--- config.mk ---
export PLATFORM = sky130hd
export DESIGN_NAME = mem_bus_arbiter
export DESIGN_NICKNAME = d
export VERILOG_FILES = /design/src/rtl/mem_bus_arbiter.sv
export SDC_FILE = /design/constraint.sdc
export NUM_CORES = 1
export LEC_CHECK = 0
export CORE_ASPECT_RATIO = 2
export CORE_UTILIZATION = 47
export DETAILED_ROUTE_END_ITERATION = 8
export GPL_TIMING_DRIVEN = 1
export PLACE_DENSITY_LB_ADDON = 0.08
export RECOVER_POWER = 50
export SYNTH_ARGS = -nofsm -noshare
export SYNTH_HDL_FRONTEND = slang
export SYNTH_SLANG_ARGS = --single-unit
--- constraint.sdc ---
create_clock -name clk -period 5 [get_ports clk]
set_input_delay 1 -clock clk [delete_from_list [all_inputs] [get_ports clk]]
set_output_delay 1 -clock clk [all_outputs]
set_load 0.1 [all_outputs]
--- src/rtl/mem_bus_arbiter.sv ---
// Two-port round-robin arbiter and access sequencer for the shared 8-bit memory.
// Port 0 is the CPU controller, port 1 the loader/DMA; a bounded lock lets the owner keep the bus.
module mem_bus_arbiter #(
  parameter int MEM_LAT  = 1,
  parameter int MAX_LOCK = 4
) (
  input  logic       clk,
  input  logic       reset_n,
  input  logic [1:0] req,
  input  logic [1:0] lock,
  input  logic [1:0] we,
  input  logic [7:0] addr0,
  input  logic [7:0] addr1,
  input  logic [7:0] wdata0,
  input  logic [7:0] wdata1,
  output logic [1:0] gnt,
  output logic [1:0] rvalid,
  output logic [7:0] rdata,
  output logic       mem_en,
  output logic       mem_we,
  output logic [7:0] mem_addr,
  output logic [7:0] mem_wdata,
  input  logic [7:0] mem_rdata,
  output logic       busy,
  output logic       owner
);

  typedef enum logic [1:0] {
    IDLE   = 2'd0,
    ACCESS = 2'd1,
    WAIT   = 2'd2,
    DONE   = 2'd3
  } state_t;

  state_t     state_r;
  logic       ptr_r;
  logic       lock_r;
  logic [3:0] lock_cnt_r;
  logic [2:0] lat_cnt_r;

  logic       other_s;
  logic       win_s;
  logic       ext_s;
  logic       any_req_s;
  logic [7:0] sel_addr_s;
  logic [7:0] sel_wdata_s;
  logic       sel_we_s;
  logic       sel_lock_s;

  // Pick the winner for the next arbitration point and mux its request fields.
  always_comb begin
    other_s   = ~owner;
    any_req_s = |req;
    win_s     = 1'b0;
    ext_s     = 1'b0;
    if (lock_r && req[owner]) begin
      // An exhausted lock yields to a waiting peer; otherwise the owner keeps the bus.
      if ((lock_cnt_r == 4'(MAX_LOCK)) && req[other_s]) begin
        win_s = other_s;
        ext_s = 1'b0;
      end else begin
        win_s = owner;
        ext_s = 1'b1;
      end
    end else if (req[ptr_r]) begin
      win_s = ptr_r;
    end else begin
      win_s = ~ptr_r;
    end
    sel_addr_s  = win_s ? addr1  : addr0;
    sel_wdata_s = win_s ? wdata1 : wdata0;
    sel_we_s    = we[win_s];
    sel_lock_s  = lock[win_s];
  end

  // Sequencer FSM with all outputs registered.
  always_ff @(posedge clk or negedge reset_n) begin
    if (!reset_n) begin
      state_r    <= IDLE;
      ptr_r      <= 1'b0;
      lock_r     <= 1'b0;
      lock_cnt_r <= 4'd0;
      lat_cnt_r  <= 3'd0;
      gnt        <= 2'b00;
      rvalid     <= 2'b00;
      rdata      <= 8'h00;
      mem_en     <= 1'b0;
      mem_we     <= 1'b0;
      mem_addr   <= 8'h00;
      mem_wdata  <= 8'h00;
      busy       <= 1'b0;
      owner      <= 1'b0;
    end else begin
      gnt    <= 2'b00;
      rvalid <= 2'b00;
      mem_en <= 1'b0;
      case (state_r)
        IDLE, DONE: begin
          if (any_req_s) begin
            state_r   <= ACCESS;
            busy      <= 1'b1;
            gnt       <= win_s ? 2'b10 : 2'b01;
            mem_en    <= 1'b1;
            mem_we    <= sel_we_s;
            mem_addr  <= sel_addr_s;
            mem_wdata <= sel_wdata_s;
            owner     <= win_s;
            lock_r    <= sel_lock_s;
            if (ext_s) begin
              if (lock_cnt_r != 4'(MAX_LOCK)) begin
                lock_cnt_r <= lock_cnt_r + 4'd1;
              end else begin
                lock_cnt_r <= lock_cnt_r;
              end
            end else begin
              lock_cnt_r <= 4'd0;
              ptr_r      <= ~win_s;
            end
          end else begin
            state_r <= IDLE;
            busy    <= 1'b0;
          end
        end
        ACCESS: begin
          if (mem_we) begin
            state_r <= IDLE;
            busy    <= 1'b0;
          end else begin
            state_r   <= WAIT;
            busy      <= 1'b1;
            lat_cnt_r <= 3'd1;
          end
        end
        WAIT: begin
          busy <= 1'b1;
          if (lat_cnt_r == 3'(MEM_LAT)) begin
            state_r <= DONE;
            rdata   <= mem_rdata;
            rvalid  <= owner ? 2'b10 : 2'b01;
          end else begin
            state_r   <= WAIT;
            lat_cnt_r <= lat_cnt_r + 3'd1;
          end
        end
        default: begin
          state_r <= IDLE;
          busy    <= 1'b0;
        end
      endcase
    end
  end

endmodule

# [After elaboration in Yosys (flattened, before gate mapping)]
# Index checks and enable logic that the tools add are counted.
[totals] input_bits=48 out_inout_bits=32 ff_bits=43 wordCells=80
[classes] eq_ne=9 magnitude_cmp=4 n_mux=36 n_reduce_logical=11 bitwise=4 add_sub_neg=2
[ops] cell="1-bit 2-to-1 mux" n=20
[ops] cell="8-bit 2-to-1 mux" n=2
[ops] cell="2-bit 2-to-1 mux" n=7
[ops] cell="3-bit AND reduction" n=3
[ops] cell="1-bit by 2-bit less-than comparator with 1-bit output (second input constant)" n=4
[ops] cell="4-bit 2-to-1 mux" n=2
[ops] cell="3-bit 2-to-1 mux" n=2
[ops] cell="2-bit one-hot mux with 3 select lines" n=1
[ops] cell="3-bit one-hot mux with 2 select lines" n=1
[ops] cell="4-bit by 1-bit adder with 4-bit output (second input constant)" n=1
[ops] cell="2-bit == test (second input constant)" n=2
[ops] cell="4-bit by 3-bit == test with 1-bit output (second input constant)" n=1
[ops] cell="2-bit inequality test (second input constant)" n=2
[ops] cell="4-bit by 3-bit inequality test with 1-bit output (second input constant)" n=1
[ops] cell="1-bit NOT" n=4
[ops] cell="2-bit AND reduction" n=2
[ops] cell="2-bit OR reduction" n=2
[ops] cell="3-bit by 1-bit adder with 3-bit output (second input constant)" n=1
[ops] cell="3-bit by 1-bit == test with 1-bit output (second input constant)" n=1
[ops] cell="1-bit one-hot mux with 3 select lines" n=1
[ops] cell="2-bit by 1-bit == test with 1-bit output (second input constant)" n=1
[ops] cell="1-bit logical AND" n=2
[ops] cell="2-bit zero test" n=1
[ops] cell="2-bit by 1-bit inequality test with 1-bit output (second input constant)" n=1
[ops] cell="2-bit nonzero test" n=1

# [Longest topological paths before layout]
# Gate-level depths: netlist of the first run.
[depth] ltp_word=9 mapped_depth=8

# [Worst setup path after synthesis of the first run]
# Ideal clock, no wire load.
[synth_path] path_type="input to register" start="input req[1]" end="register ptr_r" setup_ns=0.125 slack_ns=2.818 arrival_time_ns=2.056 stages=7 required_ns=4.875 path_buffers=3 path_cell_list="buf_2 nand3_1 mux2i_1 buf_6 buf_4 nor2_1 mux2_4"
[synth_between] elab_chain_cells=7 word_cells_on_any_way=17 cone_classes="mux: 11; bitwise: 2; reduce/logical: 4"
[synth_rtl] item="from (decl)" line_no="9" rtl="input logic [1:0] req,"
[synth_rtl] item="1-bit 2-to-1 mux (not written as such) (2 in series)" line_no="58" rtl="if ((lock_cnt_r == 4'(MAX_LOCK)) && req[other_s]) begin"
[synth_rtl] item="1-bit logical AND" line_no="58"
[synth_rtl] item="1-bit 2-to-1 mux" line_no="58"
[synth_rtl] item="1-bit 2-to-1 mux" line_no="56" rtl="if (lock_r && req[owner]) begin"
[synth_rtl] item="1-bit NOT (no line)"
[synth_rtl] item="3-bit AND reduction (no line)"
[synth_rtl] item="to (signal assigned)" line_no="117" rtl="ptr_r <= ~win_s;"
[synth_rtl] item="to (decl)" line_no="36" rtl="logic ptr_r;"
# Parallel ways exist; a longest one is shown, timed or not. The select of a mux whose other input is x is not followed.
# A chain may end at the register's enable or synchronous reset.

# [Worst setup path after layout of the first run]
# Ends and elaborated chain as after synthesis.

==> summary.md, run 1 <==
| Metric | Value |
|---|---|
| Worst Skew | 3.47 ps |
| HPWL after DPL | roughly 3.3 mm |
| Final worst path period need | ~3400 ps |
| Register area | around 1100 um2 |
| Final worst path period share | between 60 and 70% |
| Violation count after the first detailed-route iteration | 38 |
| Initial antenna violation count | 0 |
| H-tree levels | 2 |
| Post-synthesis sequential element count | 43 |
| Clock tree buffer depth | 2 |
| Relative max-transition margin | -49.2% |
| Register clock-pin slew on the reported worst setup and hold paths | approximately 80 ps |
| Fraction of the yosys area taken by sequential cells | a little over 50% |
| Routed WL per cell | ~13 um |
| Endpoint type of the worst setup path | register |
| Library cells used by synthesis | 31 |
| Met3 routed wirelength | 198 um |
| Overall Global Routing Usage | a little over a fifth |
| Via total after detailed routing | about 1.8k |
| Top metal layer carrying routed signals | met4 |
| Area used by multi-input combinational logic | 872 um2 |
| CP Class | in2reg |
| Horizontal die dimension | ~49 um |
| Critical-path maximum fanout | 39 |
| Via count of the first global-routing pass | 1,787 |
| Largest net degree at the start of global routing | 44 |
| Failing checks | capacitance limit, slew limit |
| Avg Cell Area, Syn | about 9.5 um2 |
| GPL Wtd Cong | approximately 0.84 |
| Max cap viols | 1 |
| Inserted Clock Buffers | 5 |
| Total number of nets in the final design | approximately 350 |
| Total detailed-routing wirelength | 4.55 mm |
| Remaining DRCs | 0 |
| Yosys warns | 0 |
| Startpoint Class | input port |
| Worst hold path type | reg2reg |
| Number of antenna cells inserted | 0 |
| Worst Max-Slew Pin Slew | around 2200 ps |
| Net count of the mapped netlist | about 280 |
| Share of layout cells above drive strength 1 | 7.77% |
| Root Buffer | sky130_fd_sc_hd__clkbuf_8 |
| Most frequent cells in the layout | 77 x sky130_fd_sc_hd__clkdlybuf4s50_1, 43 x sky130_fd_sc_hd__dfrtp_1, 27 x sky130_fd_sc_hd__inv_1, 27 x sky130_fd_sc_hd__nor2_1, 26 x sky130_fd_sc_hd__o21ai_0 |
| Cell Rows | 34 |
| Result of the run | finished with violations |
| Post-CTS Hold Buffers | 0 |
| Data arrival at the endpoint of the critical path | between 3000 and 4000 ps |
| Number of failing hold endpoints at the final stage | 0 |
| Starting density of the core | about half |
| Wire length of the first global-routing pass | slightly below 8 mm |
| Unrepaired setup endpoints after global routing | no |
| Router iterations before antenna repair | 6 |
| Mapped Area | between 2000 and 2500 um2 |
| Final-layout fill cell count | roughly 360 |
| Die Footprint | about 4800 um2 |
| Quantity of I/O buffers inserted on ports | slightly below 80 |
| Routed length on met2 | ~2.5 mm |
| Max-slew violation total from the final report | 44 |
| Commonest non-fill, non-tap cell in the layout | sky130_fd_sc_hd__clkdlybuf4s50_1 |
| Post-CTS setup-driven buffer insertion count | 0 |
| Required time of the worst setup path | a little over 5000 ps |
| Cell count after synthesis | about 220 |
| Area of the core region | between 4000 and 5000 um2 |
| Final number of setup-violating endpoints | 0 |
| Clock network latency to the later pin of the worst-skew pair | 290 ps |
| I/O pins | 80 |
| Setup total negative slack | 0 ps |
| Remaining antenna violation count | 0 |
| Met1 layer wirelength in the final routing | 1.73 mm |
| Height of the chip | slightly below 100 um |
| Clock sinks | 43 |
| DR vias/cell | between 5 and 6 |
| Overflow after GRT | 0 |
| Maximum clock frequency | just under 300 MHz |
| Area delta synth->final | 42.0% |
| TritonCTS clock tree | yes |
| Cells resized by post-CTS repair | 0 |
## worst max-delay path, stage by stage
cell	delay, ps
sky130_fd_sc_hd__dlygate4sd3_1	650
sky130_fd_sc_hd__o21ai_0	590
sky130_fd_sc_hd__inv_1	660
sky130_fd_sc_hd__o21a_1	330
sky130_fd_sc_hd__mux2_4	300
## synthesized netlist by cell type (all sizes together)
library cell	instances	area, um2
dfrtp	43	1080
inv	27	101
nor2	27	101
o21ai	27	135
a31oi	18	113
or3	18	113
mux2	10	116
buf	8	55.1
clkbuf	6	22.5
ha	6	75.1
nand2	5	18.8
nand3	5	25.0
nand3b	5	37.5
a21oi	2	10.0
a22o	2	17.5
nor3	2	10.0
a21bo	1	10.0
a31o	1	8.76
and3	1	6.26
and3b	1	12.5
mux2i	1	10.0
nand2b	1	6.26
nor2b	1	6.26
o211ai	1	7.51
o21a	1	7.51
xnor2	1	8.76
xor2	1	8.76
## path summary, 6_finish.rpt
path / start / end / slack (ps) / cells past startpoint
max: req[1] / ptr_r / 1640 / 5
min: rdata[3] / rdata[3] / 510 / 1
max reg2reg: state_r[0] / ptr_r / 2410 / 6
min reg2reg: rdata[3] / rdata[3] / 510 / 1
max in group asynchronous: reset_n / lock_cnt_r[2] / 2360 / 1
min in group asynchronous: reset_n / rdata[5] / 1360 / 1
## layout make-up
class                           count  area share [%]
Multi-Input combinational cell    138            29.0
Sequential cell                    43            35.8
Inverter                           27            3.37
Timing Repair Buffer               80            26.3
Tap cell                           54            2.25
Clock buffer                        8            3.33
## state kept, by name, indices dropped and copies added (netlist names)
signal,count
busy,1
gnt,2
lat_cnt_r,3
lock_cnt_r,4
lock_r,1
mem_addr,8
mem_en,1
mem_wdata,8
mem_we,1
owner,1
ptr_r,1
rdata,8
rvalid,2
state_r,2
## stage by stage
stage	cell area [um2]	cells	util (%)	worst slack, ps	hold WS [ps]
finish	3010	350	69.3	1640	510
detailed placement	2910	342	67.1	1590	495
global route	3010	350	69.3	1470	521
global placement	2910	342	67.1	1650	485
CTS	3010	350	69.4	1880	513
floorplan	2120	222	-	2820	474
## kinds of logic after synthesis
| logic type | Yosys count | synth area share (%) |
|---|---|---|
| AOI/OAI and AO/OA | 53 | 14.6 |
| and+or+nand+nor | 66 | 15.9 |
| DFF | 43 | 50.8 |
| buffers and inverters | 41 | 8.44 |
| adders and majority gates | 6 | 3.54 |
| xor gates and xnor gates | 2 | 0.827 |
| muxes | 11 | 5.96 |
## routing by layer
layer | GRT usage (%) | up-vias
li1 | - | 896
met1 | 22.3 | 844
met2 | 39.3 | 59
met3 | 3.77 | 8
met4 | 7.47 | 0
met5 | 0 | -
Power of run 1 is left out: the tool's default activity adds up to more than one toggle a clock period on the data nets, which glitch-free logic cannot reach.
==> run 2, diff against run 1 <==
- CORE_UTILIZATION: 47 -> 44
- clock period: 5 -> 3.15 ns (I/O delays scaled with it)
==> run 2 against run 1 <==
The flow now finishes without violations. Critical path depth increased by 1. Worst hold slack got worse by 43 ps. Die area grew 6.6%. First-iteration DRC count shrank 7.9%. Clock-buffer cell count fell by 2. Register-to-register slack got worse by 1200 ps. Final area decreased by 4.0%. Critical path type unchanged. Highest routed layer unchanged.
==> summary.md, run 2 (synthesized netlist as in run 1, its figures left out) <==
| Metric | Value |
|---|---|
| Post-CTS Hold Buffers | 0 |
| Worst-path cell chain | clkdlybuf4s50_1 -> nor2b_1 -> o21ai_2 -> buf_4 -> nor2_1 -> mux2_4 |
| Starting density of the core | 46.1% |
| Height of the chip | around 100 um |
| Initial antenna violation count | 0 |
| Most frequent cells in the layout | 46 x sky130_fd_sc_hd__clkdlybuf4s50_1, 43 x sky130_fd_sc_hd__dfrtp_1, 27 x sky130_fd_sc_hd__inv_1, 27 x sky130_fd_sc_hd__nor2_1, 25 x sky130_fd_sc_hd__o21ai_0 |
| Clock sinks | 43 |
| Cells resized by post-CTS repair | 0 |
| Result of the run | completed |
| Number of buffer and inverter stages on the critical path | 2 |
| Cell Rows | 35 |
| Maximum clock frequency | about 460 MHz |
| Start of the worst register-to-register path | lock_cnt_r[0] |
| Final number of setup-violating endpoints | 0 |
| Worst-case reg-to-reg path depth | 7 |
| Inserted Clock Buffers | 5 |
| Max cap viols | 0 |
| H-tree levels | 2 |
| Number of antenna cells inserted | 0 |
| HPWL after DPL | approximately 3.3 mm |
| Post-CTS setup-driven buffer insertion count | 0 |
| Remaining DRCs | 0 |
| Maximum cell stage delay along the critical path | around 600 ps |
| Area delta synth->final | 36.3% |
| Required time of the worst setup path | roughly 3300 ps |
| DR vias/cell | 4.97 |
| Root Buffer | sky130_fd_sc_hd__clkbuf_8 |
| Commonest non-fill, non-tap cell in the layout | sky130_fd_sc_hd__clkdlybuf4s50_1 |
| GPL Wtd Cong | about 0.79 |
| TritonCTS clock tree | yes |
| R2R Path End | ptr_r |
| Number of failing hold endpoints at the final stage | 0 |
| Share of layout cells above drive strength 1 | 15.5% |
| Startpoint Class | input port |
| Final worst path period need | 2190 ps |
| Critical-path maximum fanout | 24 |
| Die Footprint | around 5100 um2 |
| Via count of the first global-routing pass | roughly 1.7k |
| Final worst path period share | between 60% and 70% |
| Overall Global Routing Usage | approximately a fifth |
| Cell with the largest stage delay on the worst path | sky130_fd_sc_hd__clkdlybuf4s50_1 |
| Worst R2R Setup Slack | 1250 ps |
| Top Registers | mem_addr: 8 flops, mem_wdata: 8 flops, rdata: 8 flops |
| Area of the core region | roughly 4600 um2 |
| Top cell family by delay on the critical path | buffers and inverters |
| Unrepaired setup endpoints after global routing | no |
| Via total after detailed routing | between 1.5k and 2k |
| Number of cells on the critical path | 6 |
| Worst hold path type | in2async |
| Relative max-transition margin | 21.5% |
| Clock tree buffer depth | 2 |
| Total detailed-routing wirelength | around 4.4 mm |
| Router iterations before antenna repair | 4 |
| Total number of nets in the final design | ~350 |
| Register clock-pin slew on the reported worst setup and hold paths | 80 ps |
| Data arrival at the endpoint of the critical path | about 2400 ps |
| CP Class | in2reg |
| Max-slew violation total from the final report | 0 |
| I/O pins | 80 |
| Endpoint type of the worst setup path | register |
| Worst Max-Slew Pin Slew | 1180 ps |
| Overflow after GRT | 0 |
| Worst Skew | approximately 1.3 ps |
| Violation count after the first detailed-route iteration | 35 |
| Routed WL per cell | between 10 and 15 um |
| Quantity of I/O buffers inserted on ports | between 70 and 80 |
| Remaining antenna violation count | 0 |
| Horizontal die dimension | just over 50 um |
| Setup total negative slack | 0 ps |
| Wire length of the first global-routing pass | about 7.6 mm |
| Clock network latency to the later pin of the worst-skew pair | 290 ps |
| Largest net degree at the start of global routing | 44 |
==> run 2: cell types whose count changed in the layout (fill, tap and decap cells not counted), sizes merged <==
cell,before,now
clkinv,0,1
clkbuf,9,18
buf,1,24
clkdlybuf4s50,77,46
dlygate4sd3,1,0
==> run 2: worst max path at each step <==
stage | start | to
floorplan | owner | ptr_r
global placement | req[1] | ptr_r
detailed placement | req[1] | ptr_r
CTS | req[1] | ptr_r
global route | req[1] | ptr_r
finish | req[1] | ptr_r
==> run 2: cell type report <==
type,count,area (um2)
fill,417,1710
sequential,43,1080
multi-input combinational,138,872
timing repair buffer,82,683
inverter,27,101
clock buffer,6,82.6
tap,55,68.8
clock inverter,1,5.00
==> run 2: metal layers <==
metal  track usage (%)  share of wire, %  up-vias  wire length [um]
li1                  -                 -      895                 -
met1              20.7                39      797              1750
met2              36.7                55       50              2430
met3              4.09               4.3        7               189
met4              7.69               1.7        0                76
met5                 0                 0        -                 0
==> run 2: through the flow <==
step | utilization, % | cells | setup slack, ps | cell area, um2 | hold slack [ps]
after global placement | 61.9 | 345 | 712 | 2850 | 489
after detailed placement | 61.9 | 345 | 654 | 2850 | 498
after floorplan | - | 222 | 1070 | 2120 | 334
final | 62.8 | 352 | 961 | 2890 | 467
after global routing | 62.8 | 352 | 786 | 2890 | 528
after CTS | 63.8 | 352 | 969 | 2930 | 514
Power of run 2 is left out for the same reason.
